<file path="src/rtl/scan_test_seq.sv">
// Scan sequencer for ATPG mode: walks load/capture/unload cycles over the scan chains,
// driving scan_en plus gated shift/capture clock enables from a handshaken bit source.
module scan_test_seq #(
    parameter int CHAIN_LEN = 64,
    parameter int CNT_W     = 8,
    parameter int PAT_W     = 16,
    parameter int SETTLE    = 2
) (
    input  logic             clk,
    input  logic             rst,
    input  logic             test_mode,
    input  logic             start,
    input  logic [PAT_W-1:0] num_pat,
    input  logic [1:0]       cap_cycles,
    input  logic             pat_vld,
    output logic             pat_rdy,
    output logic             scan_en,
    output logic             shift_ce,
    output logic             cap_ce,
    output logic             unload_vld,
    output logic [PAT_W-1:0] pat_idx,
    output logic [CNT_W-1:0] shift_idx,
    output logic             busy,
    output logic             done
);

    typedef enum logic [2:0] {
        S_IDLE,
        S_PRE,
        S_SHIFT,
        S_SE_FALL,
        S_CAPTURE,
        S_SE_RISE,
        S_DONE
    } state_t;

    localparam logic [CNT_W-1:0] SHIFT_LAST  = CNT_W'(CHAIN_LEN - 1);
    localparam logic [3:0]       SETTLE_LAST = 4'(SETTLE - 1);

    state_t           state_q, state_d;
    logic [PAT_W-1:0] num_pat_q, num_pat_d;
    logic [PAT_W-1:0] pat_idx_q, pat_idx_d;
    logic [1:0]       cap_last_q, cap_last_d;
    logic [CNT_W-1:0] shift_idx_q, shift_idx_d;
    logic [3:0]       cnt_q, cnt_d;
    logic             accept;

    assign accept = (state_q == S_SHIFT) && pat_vld;

    always_comb begin
        state_d     = state_q;
        num_pat_d   = num_pat_q;
        cap_last_d  = cap_last_q;
        pat_idx_d   = pat_idx_q;
        shift_idx_d = shift_idx_q;
        cnt_d       = cnt_q;
        case (state_q)
            S_IDLE: begin
                if (start && test_mode) begin
                    num_pat_d   = num_pat;
                    // A capture count of 0 still fires one pulse.
                    cap_last_d  = (cap_cycles == 2'd0) ? 2'd0 : cap_cycles - 2'd1;
                    pat_idx_d   = '0;
                    shift_idx_d = '0;
                    cnt_d       = '0;
                    state_d     = (num_pat != '0) ? S_PRE : S_DONE;
                end
            end
            S_PRE: state_d = S_SHIFT;
            S_SHIFT: begin
                if (accept) begin
                    if (shift_idx_q == SHIFT_LAST) begin
                        shift_idx_d = '0;
                        cnt_d       = '0;
                        state_d     = (pat_idx_q < num_pat_q) ? S_SE_FALL : S_DONE;
                    end else begin
                        shift_idx_d = shift_idx_q + CNT_W'(1);
                    end
                end
            end
            S_SE_FALL: begin
                if (cnt_q == SETTLE_LAST) begin
                    cnt_d   = '0;
                    state_d = S_CAPTURE;
                end else begin
                    cnt_d = cnt_q + 4'd1;
                end
            end
            S_CAPTURE: begin
                if (cnt_q == {2'b00, cap_last_q}) begin
                    cnt_d   = '0;
                    state_d = S_SE_RISE;
                end else begin
                    cnt_d = cnt_q + 4'd1;
                end
            end
            S_SE_RISE: begin
                if (cnt_q == SETTLE_LAST) begin
                    cnt_d     = '0;
                    pat_idx_d = pat_idx_q + PAT_W'(1);
                    state_d   = S_SHIFT;
                end else begin
                    cnt_d = cnt_q + 4'd1;
                end
            end
            S_DONE:  state_d = S_IDLE;
            default: state_d = S_IDLE;
        endcase
        // Leaving test mode wins over any transition; an in-flight shift accept still lands.
        if (!test_mode && state_q != S_IDLE && state_q != S_DONE) begin
            state_d   = S_DONE;
            pat_idx_d = pat_idx_q;
        end
    end

    always_ff @(posedge clk) begin
        if (rst) begin
            state_q     <= S_IDLE;
            pat_idx_q   <= '0;
            shift_idx_q <= '0;
            cnt_q       <= '0;
        end else begin
            state_q     <= state_d;
            pat_idx_q   <= pat_idx_d;
            shift_idx_q <= shift_idx_d;
            cnt_q       <= cnt_d;
        end
    end

    always_ff @(posedge clk) begin
        num_pat_q  <= num_pat_d;
        cap_last_q <= cap_last_d;
    end

    assign pat_rdy    = (state_q == S_SHIFT);
    assign scan_en    = (state_q == S_PRE) || (state_q == S_SHIFT) || (state_q == S_SE_RISE);
    assign cap_ce     = (state_q == S_CAPTURE);
    assign shift_ce   = accept;
    assign unload_vld = accept && (pat_idx_q != '0);
    assign pat_idx    = pat_idx_q;
    assign shift_idx  = shift_idx_q;
    assign busy       = (state_q != S_IDLE);
    assign done       = (state_q == S_DONE);

endmodule
</file>
<file path="config.mk">
export PLATFORM = sky130hd
export DESIGN_NAME = scan_test_seq
export DESIGN_NICKNAME = d
export VERILOG_FILES = /design/src/rtl/scan_test_seq.sv
export SDC_FILE = /design/constraint.sdc
export NUM_CORES = 1
export LEC_CHECK = 0
export CORE_ASPECT_RATIO = 2
export CORE_UTILIZATION = 46
export CTS_BUF_LIST = sky130_fd_sc_hd__clkbuf_4 sky130_fd_sc_hd__clkbuf_8
export DETAILED_ROUTE_END_ITERATION = 12
export HOLD_SLACK_MARGIN = 0.06
export PLACE_DENSITY = 0.73
export SYNTH_ARGS = -nofsm -noshare
export SYNTH_HDL_FRONTEND = slang
export SYNTH_SLANG_ARGS = --single-unit
</file>
<file path="constraint.sdc">
create_clock -name clk -period 3 [get_ports clk]
set_clock_uncertainty 0.1 [all_clocks]
set_input_delay 0.75 -clock clk [delete_from_list [all_inputs] [get_ports clk]]
set_output_delay 0.75 -clock clk [all_outputs]
set_load 0.01 [all_outputs]
</file>
# Word-level counts from Yosys, hierarchy flattened
# Index checks and enable logic that the tools add are counted.
[totals]
output_inout_bits = 31
elab_cells = 82
regBits = 49
in_bits = 23
[op_classes]
n_eq_ne = 22
bitwise = 1
n_reduce_logical = 24
addsub = 4
magnitude_cmp = 1
n_mux = 23
[op_table]
columns = ["operator", "n"]
rows = [
  ["16-bit 2-to-1 mux", 2],
  ["16-bit one-hot mux with 2 select lines", 1],
  ["16-bit nonzero test", 2],
  ["3-bit 2-to-1 mux", 9],
  ["8-bit 2-to-1 mux", 3],
  ["4-bit 2-to-1 mux", 5],
  ["3-bit one-hot mux with 6 select lines", 1],
  ["16-bit by 1-bit adder with 16-bit output (second input constant)", 1],
  ["16-bit < comparator", 1],
  ["4-bit one-hot mux with 4 select lines", 1],
  ["8-bit one-hot mux with 2 select lines", 1],
  ["3-bit != test (second input constant)", 4],
  ["6-bit AND reduction", 2],
  ["3-bit == test (second input constant)", 3],
  ["3-bit by 1-bit != test with 1-bit output (second input constant)", 3],
  ["8-bit by 1-bit adder with 8-bit output (second input constant)", 1],
  ["8-bit by 6-bit == test with 1-bit output (second input constant)", 1],
  ["4-bit AND reduction", 2],
  ["3-bit by 2-bit == test with 1-bit output (second input constant)", 2],
  ["2-bit by 1-bit != test with 1-bit output (second input constant)", 3],
  ["2-bit != test (second input constant)", 3],
  ["1-bit logical AND", 5],
  ["4-bit by 1-bit adder with 4-bit output (second input constant)", 1],
  ["4-bit by 1-bit == test with 1-bit output (second input constant)", 1],
  ["14 further kinds", 17],
]

# Logic depth before layout (Yosys ltp)
# Gate-level depths: netlist of run 1.
[logic_depth]
ltp_word = 6
depth_mapped = 9
mapped_depth_nobuf = 8

# Least setup slack after synthesis of run 1
# No wires, ideal clock.
[synth_path]
kind = "reg2reg"
start = "reg state_q[2]"
end = "reg pat_idx_q[10], in the netlist pat_idx[10]"
stages_incl_launch_ff = 8
period_less_slack_ns = 2.504
required_time_ns = 2.785
n_path_buf = 3
path_slack_ns = 0.496
t_arrival_ns = 2.290
cell_sequence = "dfxtp_1 -> buf_6 -> or3_4 -> nor2_1 -> or2_1 -> buf_2 -> buf_4 -> nor2_1"
[synth_via]
elab_chain_len = 5
word_cells_on_any_way = 12
cone_classes = "4 x eq/ne; 1 x mux; 1 x bitwise; 6 x reduce/logical"
[synth_lines]
columns = ["element", "line_no", "source"]
rows = [
  ["start: declaration", "40", "state_t state_q, state_d;"],
  ["start signal: assignment", "123", "state_q <= state_d;"],
  ["3-bit nonzero test", "-", ""],
  ["net busy", "23", "output logic busy,"],
  ["1-bit logical AND (2 in series)", "110", "if (!test_mode && state_q != S_IDLE && state_q != S_DONE) begin"],
  ["1-bit inverter (no source line)", "-", ""],
  ["4-bit AND reduction (no source line)", "-", ""],
  ["end signal: assignment", "124", "pat_idx_q <= pat_idx_d;"],
  ["end: declaration", "42", "logic [PAT_W-1:0] pat_idx_q, pat_idx_d;"],
]
# The timed path passes the listed nets, and every way through them passes these cells.
# A chain may end at the register's enable or synchronous reset.

# Worst setup path after layout of run 1
[layout_path]
start = "in pat_vld"
end = "out unload_vld"
[layout_via]
elab_chain_len = 2
[layout_lines]
columns = ["element", "line_no", "source"]
rows = [
  ["start: declaration", "15", "input logic pat_vld,"],
  ["1-bit logical AND", "48", "assign accept = (state_q == S_SHIFT) && pat_vld;"],
  ["1-bit logical AND", "139", "assign unload_vld = accept && (pat_idx_q != '0);"],
  ["end: declaration", "20", "output logic unload_vld,"],
]
# No other way between the ends.

==> out/qor.csv, run 1 <==
metric,value,unit
status,completed,
Synth Instances,288,
number of buffers created by CTS,5,
Final nets,395,
P_int,0.00125,W
CP top delay family,buffers and inverters,
Comb pwr share,33.9,%
critical path class,in -> out,
CTS max path bufs,2,
Fmax,0.357,GHz
share of post-route cells with drive strength above 1,9.66,%
CP bufs+invs,3,
Die Y,111,um
Core ar.,5710,um2
drt drc,0,
crit path DAT,1.95,ns
H-tree levels,2,
P&R area growth vs syn,26.7,%
largest cells by area after synthesis,"dfxtp_1 (23%), edfxtp_1 (20%), ha_1 (9.6%), nor2_1 (5.4%), xor2_1 (4.5%)",
"Core Util, Final",60.7,%
Syn Area/Cell,9.49,um2
CTS tree,yes,
total clock sinks,49,
dominant cell type by area after synthesis,dfxtp_1,
"Cell Area, Synth",2730,um2
Tot Pwr,0.00190,W
Worst-Skew Late Latency,0.31,ns
WL/cell,14.8,um
area share of the largest cell type after synthesis,22.7,%
Pwr per Cell Area,550,nW/um2
Hold WS,0.434,ns
largest net degree at the start of global routing,18,
max cap viols,0,
switching power,0.000656,W
Synth async-reset ratio,0,%
row cnt,39,
drt total wl,6.13,mm
"Cell Chain, Critical Path",clkdlybuf4s50_1 -> and4bb_2 -> buf_4 -> and2_1 -> dlygate4sd2_1,
HP Class,reg -> reg,
Post-synth EDFFs,18,
Via Count,2288,
WP data required,2.15,ns
initial DRC count,58,
dpl cells,404,
final worst path period share,93.4,%
post-synth cell types,55,
sw frac,34.5,%
min Tclk post-route,2.80,ns
Routed Antenna Nets,0,
Detailed Routing Iterations Pass 1,4,
syn nets,332,
Worst slew margin,65.7,%
initial core utilization,47.9,%
DPL Wire Length,4.96,mm
critical path's largest stage delay,0.47,ns
Total GRT Usage,20.8,%
Finish-stage setup viols,0,
clk slew on worst S/H paths,0.09,ns
clock share of power,21.7,%
"Top FF cell, synth",dfxtp_1,
number of global-route vias before repair,2184,
"Seq/Total Area, Yosys",42.5,%
diode count,0,
RSZ-0062 raised after global routing,false,
Syn. warnings,0,
global-route wire length before repair,10.0,mm
endpoints failing hold,0,
Leak Pwr,1.40,nW
clk root buf,clkbuf_8,
die width,56.5,um
part of the power in registers,44.4,%
Worst Tran Pin Value,0.509,ns
Final Max Tran Viols,0,
"Slowest-stage cell, CP",clkdlybuf4s50_1,
grt ovf,0,
Max VDD drop,527,uV
gpl congestion,0.881,
PortBufs,53,
post-synthesis register bit count,49,
startpoint types,input pin,
via/cell ratio,5.54,
# IOs,54,
Crit Path Max Fanout,2,
initial antenna violation count,0,
Final Non-Filler Cells,413,
Die ar.,6270,um2
CP endpoint kind,primary output,
==> final cells by class <==
class	instances	area [um2]
sequential	49	1160
timing repair buffer	63	607
fill	488	2250
clock buffer	6	82.6
tap	61	76.3
multi-input combinational	207	1430
inverter	25	93.8
clock inverter	2	13.8
==> registers in the layout (all words and copies together) (netlist names) <==
name	flops
shift_idx	8
state_q	3
num_pat_q	16
cap_last_q	2
pat_idx	16
cnt_q	4
==> cell usage after synthesis (2+ instances only) <==
library cell,number
dfxtp_1,31
nor2_1,39
buf_6,2
or2_1,3
and2_1,2
o21ai_0,5
o21a_1,2
a211oi_1,3
xnor2_1,9
o21bai_1,2
a311oi_1,3
xor2_1,14
nand4_1,9
nand3_1,8
o211ai_1,2
nand2_1,24
and4_1,4
buf_2,3
a21oi_2,2
edfxtp_1,18
nor4_1,6
a221oi_1,2
nor2_2,3
ha_1,21
and3_1,6
inv_1,24
nor3_1,4
a21oi_1,10
==> logic make-up after synthesis <==
family          Yosys count  synth area share (%)
simple gates            121                  23.9
xor+xnor                 23                  7.37
flops                    49                  42.5
fa+ha+maj                21                  9.62
buf+inv                  32                  5.22
compound gates           42                  11.4
==> final timing paths <==
| check | start | to | slack (ns) | cells past startpoint |
|---|---|---|---|---|
| worst max-delay path | pat_vld | unload_vld | 0.20 | 5 |
| worst min-delay path | pat_idx[0] | pat_idx[0] | 0.43 | 2 |
| worst max register to register | state_q[0] | pat_idx[13] | 0.78 | 6 |
| worst min register to register | pat_idx[0] | pat_idx[0] | 0.43 | 2 |
==> tightest hold or removal path, stage by stage (launching register included) <==
cell and delay [ns]:
dfxtp_1 0.37, nand2_1 0.07, a21oi_1 0.05
==> metal layers <==
layer,up-vias,share of wire [%],track usage [%]
li1,1140,-,-
met1,1087,36,19.4
met2,48,59,40.4
met3,13,2.8,3.97
met4,0,2.9,10.2
met5,-,0,0
==> stage by stage <==
stage	cell area (um2)	setup slack [ns]	setup TNS, ns
2_1_floorplan	2730	0.496	0
3_3_place_gp	3360	0.000781	0
3_5_place_dp	3360	-0.00184	-0.00184
4_1_cts	3460	0.0419	0
5_1_grt	3460	0.133	0
6_report	3460	0.198	0
==> repair_timing <==
item                                    in CTS  in global routing
hold endpoints to repair                     0                  0
endpoints found under the setup margin       2                  1
pin swaps                                    0                  0
hold buffers                                 0                  0
gates resized for setup                      1                  1
buffers inserted                             1                  0
==> power by group through the flow <==
stage / clock (W) / sequential (W) / combinational [W]
global route: 0.000446 / 0.000857 / 0.000713
finish: 0.000413 / 0.000844 / 0.000646
detailed placement: 0 / 0.000861 / 0.000644
floorplan: 0 / 0.000814 / 0.000470
CTS: 0.000419 / 0.000845 / 0.000651
global placement: 0 / 0.000859 / 0.000632
==> layout by cell type, fill, tap and decap left out, types with 9 or more instances in the layout <==
cell type,instances
ha_1,21
inv_1,24
nor2_1,39
edfxtp_1,18
dfxtp_1,31
xnor2_1,9
a21oi_1,10
nand4_1,9
nand2_1,24
clkdlybuf4s50_1,51
buf_4,10
xor2_1,14
No activity file was read; power rests on OpenSTA's default activity.
==> inputs of run 2 (changes only) <==
- CAP_MARGIN: not set -> 30
- REMOVE_ABC_BUFFERS: not set -> 1
==> run 2 against run 1 <==
Fmax down 5.6%. Die area is the same. Clock power increased by 15%. Core utilization fell by 0.11 points. Non-clock buffer count down 3. Power rose by 2.3%. Cell count fell by 0.73%. Global-route usage fell by 0.34 points. First-iteration DRC count grew 16%. Design area shrank 0.18%. Highest routed layer unchanged.
==> out/qor.csv, run 2 (same netlist as run 1, synthesis figures left out) <==
metric,value,unit
GR Util met3,3.15,%
WL/cell,15.0,um
Final Non-Filler Cells,410,
drt drc,0,
die width,56.5,um
Worst Hold Path Cells,2,
fillers,509,
Total GRT Usage,20.4,%
RSZ-0062 raised after global routing,false,
M1 GR Usage,19.8,%
Final Max Tran Viols,0,
initial core utilization,47.9,%
initial antenna violation count,0,
grt ovf,0,
total clock sinks,49,
crit path DAT,2.12,ns
min Tclk post-route,2.97,ns
R2R Path Start,state_q[0],
P&R area growth vs syn,26.5,%
most frequent cells in the layout,"clkdlybuf4s50_1 (52), nor2_1 (39), dfxtp_1 (31)",
# IOs,54,
startpoint types,input pin,
number of buffers created by CTS,5,
CTS Hold Buffers Added,0,
final worst path period share,99.0,%
critical path class,in -> out,
Fmax,0.337,GHz
CTS max path bufs,2,
Die Y,111,um
Leak Pwr,1.37,nW
drt total wl,6.17,mm
Finish-stage setup viols,0,
R2R Setup Slk,0.75,ns
H-tree levels,2,
HP Class,reg -> reg,
"Core Util, Final",60.6,%
initial DRC count,67,
RR Endpoint,pat_idx[13],
number of global-route vias before repair,2169,
clk root buf,clkbuf_8,
hold worst-path end,pat_idx[0],
grt peak-use layer,met2,
global-route wire length before repair,9.80,mm
Worst Tran Pin Value,0.552,ns
gpl congestion,0.856,
Worst slew margin,63.0,%
Routed Antenna Nets,0,
CTS tree,yes,
Pwr per Cell Area,563,nW/um2
Placed Area,3340,um2
WP data required,2.15,ns
post-route cell area,3460,um2
Max VDD drop,564,uV
status,completed,
diode count,0,
dpl cells,402,
share of post-route cells with drive strength above 1,8.88,%
Final nets,392,
CP endpoint kind,primary output,
postcts setup bufs,0,
"most common cell after layout, fill and taps aside",clkdlybuf4s50_1,
Detailed Routing Iterations Pass 1,4,
DPL Wire Length,4.93,mm
Worst-Skew Late Latency,0.31,ns
via/cell ratio,5.63,
row cnt,39,
Die ar.,6270,um2
Via Count,2310,
met2 Track Usage GR,38.4,%
max cap viols,0,
Worst Reg-to-Reg Cells,6,
Worst Hold Launch,pat_idx[0],
endpoints failing hold,0,
PortBufs,53,
Tot Pwr,0.00195,W
largest net degree at the start of global routing,17,
Crit Path Max Fanout,3,
clk slew on worst S/H paths,0.09,ns
Core ar.,5710,um2
## run 2: cell types whose count changed in the layout (fill, tap and decap cells not counted), sizes merged
cell	delta
buf	-3
clkinv	-1
bufinv	+1
clkdlybuf4s50	+1
dlymetal6s2s	-1
clkbuf	-1
clkinvlp	+1
## run 2: metal layers
layer | routed length [um] | vias to the layer above
met5 | 0 | -
met4 | 277 | 0
met3 | 185 | 20
met2 | 3540 | 63
met1 | 2170 | 1089
li1 | - | 1138
## run 2: metrics by stage
stage	worst slack, ns	hold WS (ns)	TNS, ns
after CTS	0.0167	0.438	0
after global routing	0.00282	0.461	0
after global placement	0.0151	0.411	0
after floorplan	0.467	0.382	0
after detailed placement	-0.00182	0.422	-0.00182
final	0.0306	0.434	0
## run 2: what timing repair did
item / 4_1_cts / 5_1_grt
hold endpoints to repair: 0 / 0
endpoints found under the setup margin: 1 / 0
gates resized for setup: 1 / 0
## run 2: report_power, final
| group | leakage [nW] | internal [W] | switching (W) | total (W) |
|---|---|---|---|---|
| sequential | 0.417 | 0.000762 | 0.0000836 | 0.000845 |
| combinational | 0.898 | 0.000288 | 0.000339 | 0.000627 |
| clock | 0.0543 | 0.000249 | 0.000226 | 0.000475 |
## run 2: worst max-delay path by stage
stage | from | to | slack [ns]
after floorplan | state_q[2] | pat_idx[10] | 0.47
after global placement | pat_vld | unload_vld | 0.02
after detailed placement | pat_vld | unload_vld | -0.002
after CTS | pat_vld | shift_ce | 0.02
after global routing | pat_vld | shift_ce | 0.003
final | pat_vld | shift_ce | 0.03
## run 2: critical path, stage by stage
cell,delay (ns)
clkdlybuf4s50_1,0.47
and4bb_2,0.26
buf_4,0.12
clkdlybuf4s50_1,0.52
## run 2: final cells by class
type                    count  area (um2)  share of cell area [%]
clock buffers               5        68.8                    1.99
clock inverters             3        46.3                    1.34
inverters                  25        93.8                    2.71
multi-input cells         207        1430                    41.3
flip-flops and latches     49        1160                    33.6
well taps                  61        76.3                    2.21
repair buffers             60         582                    16.8
==> inputs of run 3 (changes only) <==
- SLEW_MARGIN: not set -> 5
==> results of run 3 <==
The final DEF is identical to that of run 2; final timing and power are the same.
